<file path="config.mk">
export PLATFORM = sky130hd
export DESIGN_NAME = dcache_ctrl
export DESIGN_NICKNAME = d
export VERILOG_FILES = /design/src/rtl/dcache_ctrl.sv
export SDC_FILE = /design/constraint.sdc
export NUM_CORES = 2
export LEC_CHECK = 0
export CAP_MARGIN = 20
export CORE_ASPECT_RATIO = 1.2
export CORE_MARGIN = 2
export CORE_UTILIZATION = 30
export CTS_CLUSTER_DIAMETER = 60
export DETAILED_ROUTE_END_ITERATION = 10
export GPL_ROUTABILITY_DRIVEN = 0
export SLEW_MARGIN = 25
export SYNTH_ARGS = -nofsm -noshare
export SYNTH_HDL_FRONTEND = slang
export SYNTH_MEMORY_MAX_BITS = 65536
export SYNTH_SLANG_ARGS = --single-unit
</file>
<file path="constraint.sdc">
create_clock -name clk -period 7.3 [get_ports clk]
set_clock_uncertainty 0.15 [all_clocks]
set_input_delay 1.46 -clock clk [delete_from_list [all_inputs] [get_ports clk]]
set_output_delay 1.46 -clock clk [all_outputs]
set_load 0.01 [all_outputs]
</file>
<file path="src/rtl/dcache_ctrl.sv">
// Direct-mapped, write-through, no-write-allocate data-cache controller.
// Read hits return data the same cycle; read misses fill a 4-word line;
// stores write a single word through to memory and update a resident line.
module dcache_ctrl #(
   parameter int ADDR_W  = 10,
   parameter int INDEX_W = 5,
   parameter int CNT_W   = 16
)(
   input  logic              clk,
   input  logic              RST,
   input  logic              cpu_rd,
   input  logic              cpu_wr,
   input  logic [ADDR_W-1:0] cpu_addr,
   input  logic [31:0]       cpu_wdata,
   input  logic              flush,
   output logic [31:0]       cpu_rdata,
   output logic              stall,
   output logic              mem_rd_en,
   output logic              mem_miss,
   output logic              mem_wr_en,
   output logic [ADDR_W-1:0] mem_addr,
   output logic [31:0]       mem_wdata,
   input  logic [127:0]      mem_rdata,
   input  logic              mem_ready,
   output logic [CNT_W-1:0]  hit_cnt,
   output logic [CNT_W-1:0]  miss_cnt
);
   localparam int TAG_W = ADDR_W - INDEX_W - 2;
   localparam int LINES = 1 << INDEX_W;

   typedef enum logic [1:0] {IDLE, FILL, WRITE, WDONE} state_t;
   state_t state, state_n;

   logic [3:0][31:0]   data_arr [LINES];
   logic [TAG_W-1:0]   tag_arr  [LINES];
   logic [LINES-1:0]   valid;
   // first IDLE cycle after a fill: the refilled load was already counted as a miss
   logic               skip_hit;

   logic [1:0]         cpu_off, mem_off;
   logic [INDEX_W-1:0] cpu_idx, mem_idx;
   logic [TAG_W-1:0]   cpu_tag, mem_tag;
   logic               hit, mem_hit;

   assign cpu_off = cpu_addr[1:0];
   assign cpu_idx = cpu_addr[INDEX_W+1:2];
   assign cpu_tag = cpu_addr[ADDR_W-1:INDEX_W+2];
   // in-flight transactions use the registered address, not the held core address
   assign mem_off = mem_addr[1:0];
   assign mem_idx = mem_addr[INDEX_W+1:2];
   assign mem_tag = mem_addr[ADDR_W-1:INDEX_W+2];
   assign hit     = valid[cpu_idx] && (tag_arr[cpu_idx] == cpu_tag);
   assign mem_hit = valid[mem_idx] && (tag_arr[mem_idx] == mem_tag);

   // next state, stall and load data
   always_comb begin
      state_n   = state;
      stall     = 1'b0;
      cpu_rdata = '0;
      case (state)
         IDLE: begin
            if (cpu_wr) begin
               state_n = WRITE;
               stall   = 1'b1;
            end else if (cpu_rd && !hit) begin
               state_n = FILL;
               stall   = 1'b1;
            end
            if (cpu_rd && hit) cpu_rdata = data_arr[cpu_idx][cpu_off];
         end
         FILL: begin
            stall = 1'b1;
            if (mem_ready) state_n = IDLE;
         end
         WRITE: begin
            stall = 1'b1;
            if (mem_ready) state_n = WDONE;
         end
         default: state_n = IDLE;
      endcase
   end

   // state, memory request registers, valid bits and saturating counters
   always_ff @(posedge clk or negedge RST) begin
      if (!RST) begin
         state     <= IDLE;
         valid     <= '0;
         skip_hit  <= 1'b0;
         mem_rd_en <= 1'b0;
         mem_miss  <= 1'b0;
         mem_wr_en <= 1'b0;
         mem_addr  <= '0;
         mem_wdata <= '0;
         hit_cnt   <= '0;
         miss_cnt  <= '0;
      end else begin
         state    <= state_n;
         skip_hit <= (state == FILL) && mem_ready;
         case (state)
            IDLE: begin
               if (cpu_wr) begin
                  mem_addr  <= cpu_addr;
                  mem_wdata <= cpu_wdata;
                  mem_wr_en <= 1'b1;
               end else if (cpu_rd) begin
                  if (hit) begin
                     if (!skip_hit && hit_cnt != '1) hit_cnt <= hit_cnt + 1'b1;
                  end else begin
                     mem_addr  <= {cpu_addr[ADDR_W-1:2], 2'b00};
                     mem_rd_en <= 1'b1;
                     mem_miss  <= 1'b1;
                     if (miss_cnt != '1) miss_cnt <= miss_cnt + 1'b1;
                  end
               end else if (flush) begin
                  valid <= '0;
               end
            end
            FILL: if (mem_ready) begin
               mem_rd_en      <= 1'b0;
               mem_miss       <= 1'b0;
               valid[mem_idx] <= 1'b1;
            end
            WRITE: if (mem_ready) mem_wr_en <= 1'b0;
            default: ;
         endcase
      end
   end

   // tag/data arrays carry no reset; valid bits guard them
   always_ff @(posedge clk) begin
      if (state == FILL && mem_ready) begin
         data_arr[mem_idx] <= mem_rdata;
         tag_arr[mem_idx]  <= mem_tag;
      end
      if (state == WRITE && mem_ready && mem_hit)
         data_arr[mem_idx][mem_off] <= mem_wdata;
   end
endmodule

</file>
* After elaboration in Yosys (flattened, before gate mapping) *
Memory sizes are Yosys's and may differ from the RTL's.
Index checks and enable logic that the tools add are counted.

storage, ports and cells
  bits in writable memories = 4192
  output and inout port bits = 110
  memories = 2
  flip-flop bits (word level) = 111

memories
  memory    depth  width  read ports  clocked after Yosys merged registers in  write ports  RTL line  text
  data_arr  32     128    1           0                                        1            34        logic [3:0][31:0] data_arr [LINES];
  tag_arr   32     3      2           0                                        1            35        logic [TAG_W-1:0] tag_arr [LINES];

operators by class
  bitwise operators = 131
  magnitude comparators = 6
  add/sub/neg operators = 2
  eq/ne operators = 16
  multiplexer cells = 167
  reductions and logical operators = 25

operators with widths
  cell                   count
  $mux 32                8
  $mux 1                 141
  $mux 128               1
  $or 1x1->1             128
  $bmux 32 s2            1
  $demux 32 s2           1
  $pmux 32 s2            1
  $add 16x1->16 const B  2
  $ne 16x16->1 const B   2
  $or 32x32->32          1
  $mux 10                3
  $reduce_and 5->1       4
  $ne 2x2->1 const B     9
  $lt 5x6->1 const B     2
  $bmux 1 s5             2
  $logic_and 1x1->1      10
  $reduce_and 3->1       3
  $mux 2                 4
  $eq 3x3->1             2
  $lt 2x3->1 const B     2
  $pmux 1 s2             3
  $pmux 2 s3             1
  $reduce_bool 2->1      3
  $demux 1 s5            1
  other kinds (10)       12

* Longest topological paths before layout *
  word-level depth = 8
  depth in mapped cells = 15

* Least setup slack after synthesis *
No wires, ideal clock.

  kind = input-to-output
  start = in cpu_addr[2]
  end = out cpu_rdata[14]
  slack = 0.959 ns
  stages on the path = 10
  data required time = 5.690 ns
  data arrival time = 4.731 ns
  cell sequence = buf_2 -> buf_2 -> clkbuf_1 -> buf_1 -> buf_1 -> mux4_2 -> mux4_2 -> mux4_2 -> mux2i_1 -> nor2_1

between the ends
  cells in the longest elaborated chain, start to end = 6
  elaborated cells on any way between the ends = 11
  those cells by class = eq/ne: 1; mux: 6; reduce/logical: 2; memory: 2

RTL lines
  element                                            RTL line  text
  start, declared                                    13        input logic [ADDR_W-1:0] cpu_addr,
  $mem_v2 32x3 / $bmux 1 s5 (equally long branches)  -
  $eq 3x3->1 / $mux 1 (equally long branches)        52        assign hit = valid[cpu_idx] && (tag_arr[cpu_idx] == cpu_tag);
  $logic_and 1x1->1                                  52
  $logic_and 1x1->1                                  69        if (cpu_rd && hit) cpu_rdata = data_arr[cpu_idx][cpu_off];
  $mux 32 (*)                                        69
  $mux 32 (*)                                        60        case (state)
  end, declared                                      16        output logic [31:0] cpu_rdata,

Mark *: on every way between the ends. The rest lies on a longest branch, timed or not. The select of a mux whose other input is x is not followed.

* Worst setup path after layout *
  start = in cpu_addr[2]
  end = out cpu_rdata[15]

The elaborated chain is that of the path after synthesis.

==> impl_metrics.toml <==
[routing]
wl_mm = 522
via_count = 82111
drc = 0
viasPerCell = 5.34
ant_nets = 0
dr.pass1.iters = 8
wl_per_cell_um = 33.9
drt-initial-drc-count = 11707

[clock_tree]
cts_max_level = 5
clock_path_buffers = 4
holdBufCountCts = 0
clock_sinks = 4303
cts_resized = 0
post_cts_buffers = 0
clk_pin_slew_worst_paths_ns = 0.06
insertion_delay_ns = 1.01
tritoncts = "done"
cts_buffers = 434
cts_root_buf = "clkbuf_16"

[pwr]
pwr-share-clk = 0.379
p_sw_mw = 14.7
switching_share = 0.258
ir_drop_mv = 0.449
pwr-share-comb = 0.116
cellPowerDensity_nw_per_um2 = 289
intPower_mw = 42.2
total_leakage_power_nw = 60.2
power_frac_seq = 0.505

[cells_and_area]
finish.utilization = 0.355
drive_above_1_share = 0.343
stdcell_area_um2 = 197000
instances_no_fill = 15379
syn2layout_area_growth_pct = 17.9
nNetsFinal = 7756

[sta]
fmaxAchievable_ghz = 0.138
setup-violations-final = 0
rsz0062_at_grt = "false"
max_slew_margin = 0.236
hold_viol = 0
min_period_ns = 7.25
setup_tns_ns = 0
tightest_slew_ns = 1.15
slew_violations = 0
hold_ws_ns = 0.285
finalCritPeriodShare = 0.993

[yosys]
async_flop_share = 0.0258
synth.area.top_cells = "edfxtp_1 75%, mux4_2 19%, dfrtp_1 1.7%"
synth_top_area_cell = "edfxtp_1"
synth_edf_count = 4192
ys.flop_type = "edfxtp_1"
synth_nets = 7050
synth-seq-cells = 4303
yosysMostFrequentCell = "edfxtp_1"
netlist_instances = 6868
synth_warnings = 0
synth_area_um2 = 167000
synth_common_cells = "4192 x edfxtp_1, 1392 x mux4_2, 277 x clkbuf_1"
syn_area_per_cell_um2 = 24.3
synth_top_area_frac = 0.754
ys_seq_area_frac = 0.771
ys_types = 51

[placed_design]
dpl-instance-area_um2 = 183000
dpl.hpwl_mm = 306
dp.cells = 14537
port_buffers = 285

[die]
ios = 286
die_x_um = 685
fp.dieArea_um2 = 563000
initial_core_util = 0.301
die_h_um = 821
core_area_um2 = 555000
rows = 300

[worst_setup_path]
path_cells = "buf_16 > buf_12 > buf_12 > mux4_2 > mux4_2 > mux4_2 > mux2i_1 > buf_4 > nor2_1 > clkdlybuf4s50_1"
crit_top_cell = "mux4_2"
path_buf_inv = 5
cp.arrival_ns = 5.64
crit_type = "primary input to output pin"
cpMaxStageDelayCell = "mux4_2"
end_kind = "output pin"
start_kind = "primary input"
crit_required_ns = 5.69
critical-path-max-stage-delay_ns = 0.73
crit_family = "multiplexers"
cp_max_fo = 37

[global_routing]
grt_max_degree = 76
globalRouteTotalUtil = 0.181
grt_pass1_wl_mm = 703
grt_pass1_vias = 81713
antenna_found_initial = 62
grt_overflow = 0

[run_status]
status = "completed"

[run]
drv_cap = 0

[min_path]
hp-class = "primary input to asynchronous set/reset pin"
[cell families (layout without fill, tap and decap cells)]
logic type | after synthesis | after routing | synth area share
muxes | 1634 | 1634 | 0.204
AOI/OAI and AO/OA | 88 | 88 | 0.00372
DFF | 4303 | 4303 | 0.771
adders and majority gates | 6 | 6 | 0.000450
other | 0 | 46 | 0
xor gates and xnor gates | 35 | 35 | 0.00184
and+or+nand+nor | 397 | 397 | 0.0104
buffers and inverters | 405 | 1471 | 0.00950
[metrics by stage]
step / total power [mW] / setup slack (ns)
final: 56.8 / 0.0541
after global routing: 58.3 / 0.00326
after CTS: 57.0 / 0.0618
after detailed placement: 35.8 / 0.0628
after global placement: 35.6 / 0.0526
after floorplan: 31.6 / 0.959
[placed cells by master (no fill, tap or decap), types with 19 or more instances in the layout]
cell / netlist / routed
nor2_4: 0 / 129
buf_4: 3 / 238
clkbuf_16: 0 / 439
mux4_2: 1392 / 1392
diode_2: 0 / 46
xor2_1: 23 / 23
nor2_1: 239 / 110
mux2i_1: 68 / 68
a31oi_1: 37 / 35
clkinv_1: 0 / 101
clkinv_2: 0 / 77
a22oi_1: 19 / 19
clkbuf_1: 277 / 92
bufinv_16: 0 / 28
mux2_2: 174 / 174
clkinvlp_4: 0 / 19
edfxtp_1: 4192 / 4192
nand2_1: 64 / 61
dfrtp_1: 111 / 95
clkdlybuf4s50_1: 0 / 277
buf_12: 0 / 136
[per-layer routing]
layer / vias to the layer above / part of all wire / track usage
li1: 31182 / - / -
met1: 45250 / 0.37 / 0.235
met2: 4866 / 0.47 / 0.288
met3: 791 / 0.12 / 0.0576
met4: 22 / 0.038 / 0.0620
met5: - / 0.00090 / 0
[area by class of cell]
| class | count | area (µm²) |
|---|---|---|
| fillers | 50197 | 358000 |
| flip-flops and latches | 4303 | 129000 |
| multi-input cells | 2160 | 37800 |
| clock buffers | 531 | 11300 |
| well taps | 7399 | 9260 |
| repair buffers | 658 | 7390 |
| clock inverters | 265 | 2240 |
| diodes | 46 | 115 |
| inverters | 17 | 63.8 |
[final timing paths]
kind / startpoint / end / slack (ns) / cells past startpoint
worst min register to register: miss_cnt[9] / miss_cnt[9] / 0.35 / 1
worst max register to register: mem_addr[2] / data_arr[29][30] / 1.03 / 11
min in group clk: miss_cnt[9] / miss_cnt[9] / 0.35 / 1
max in group asynchronous: RST / mem_addr[3] / 5.44 / 2
worst max-delay path: cpu_addr[2] / cpu_rdata[15] / 0.05 / 10
worst min-delay path: RST / hit_cnt[15] / 0.28 / 1
[sequential cells by signal, summed over array words and instances, names as in the netlist]
register	count
skip_hit	1
mem_addr	10
valid	32
miss_cnt	16
data_arr	4096
mem_wr_en	1
hit_cnt	16
tag_arr	96
mem_miss	1
state	2
mem_wdata	32
[power by group through the flow]
stage / Combinational (mW) / Sequential, mW / Clock, mW
after floorplan: 2.75 / 28.8 / 0
after global placement: 6.45 / 29.2 / 0
after detailed placement: 6.55 / 29.2 / 0
after CTS: 6.56 / 28.7 / 21.8
after global routing: 6.78 / 28.7 / 22.7
final: 6.59 / 28.7 / 21.5
Note: power is estimated with default switching activity, not from simulation.
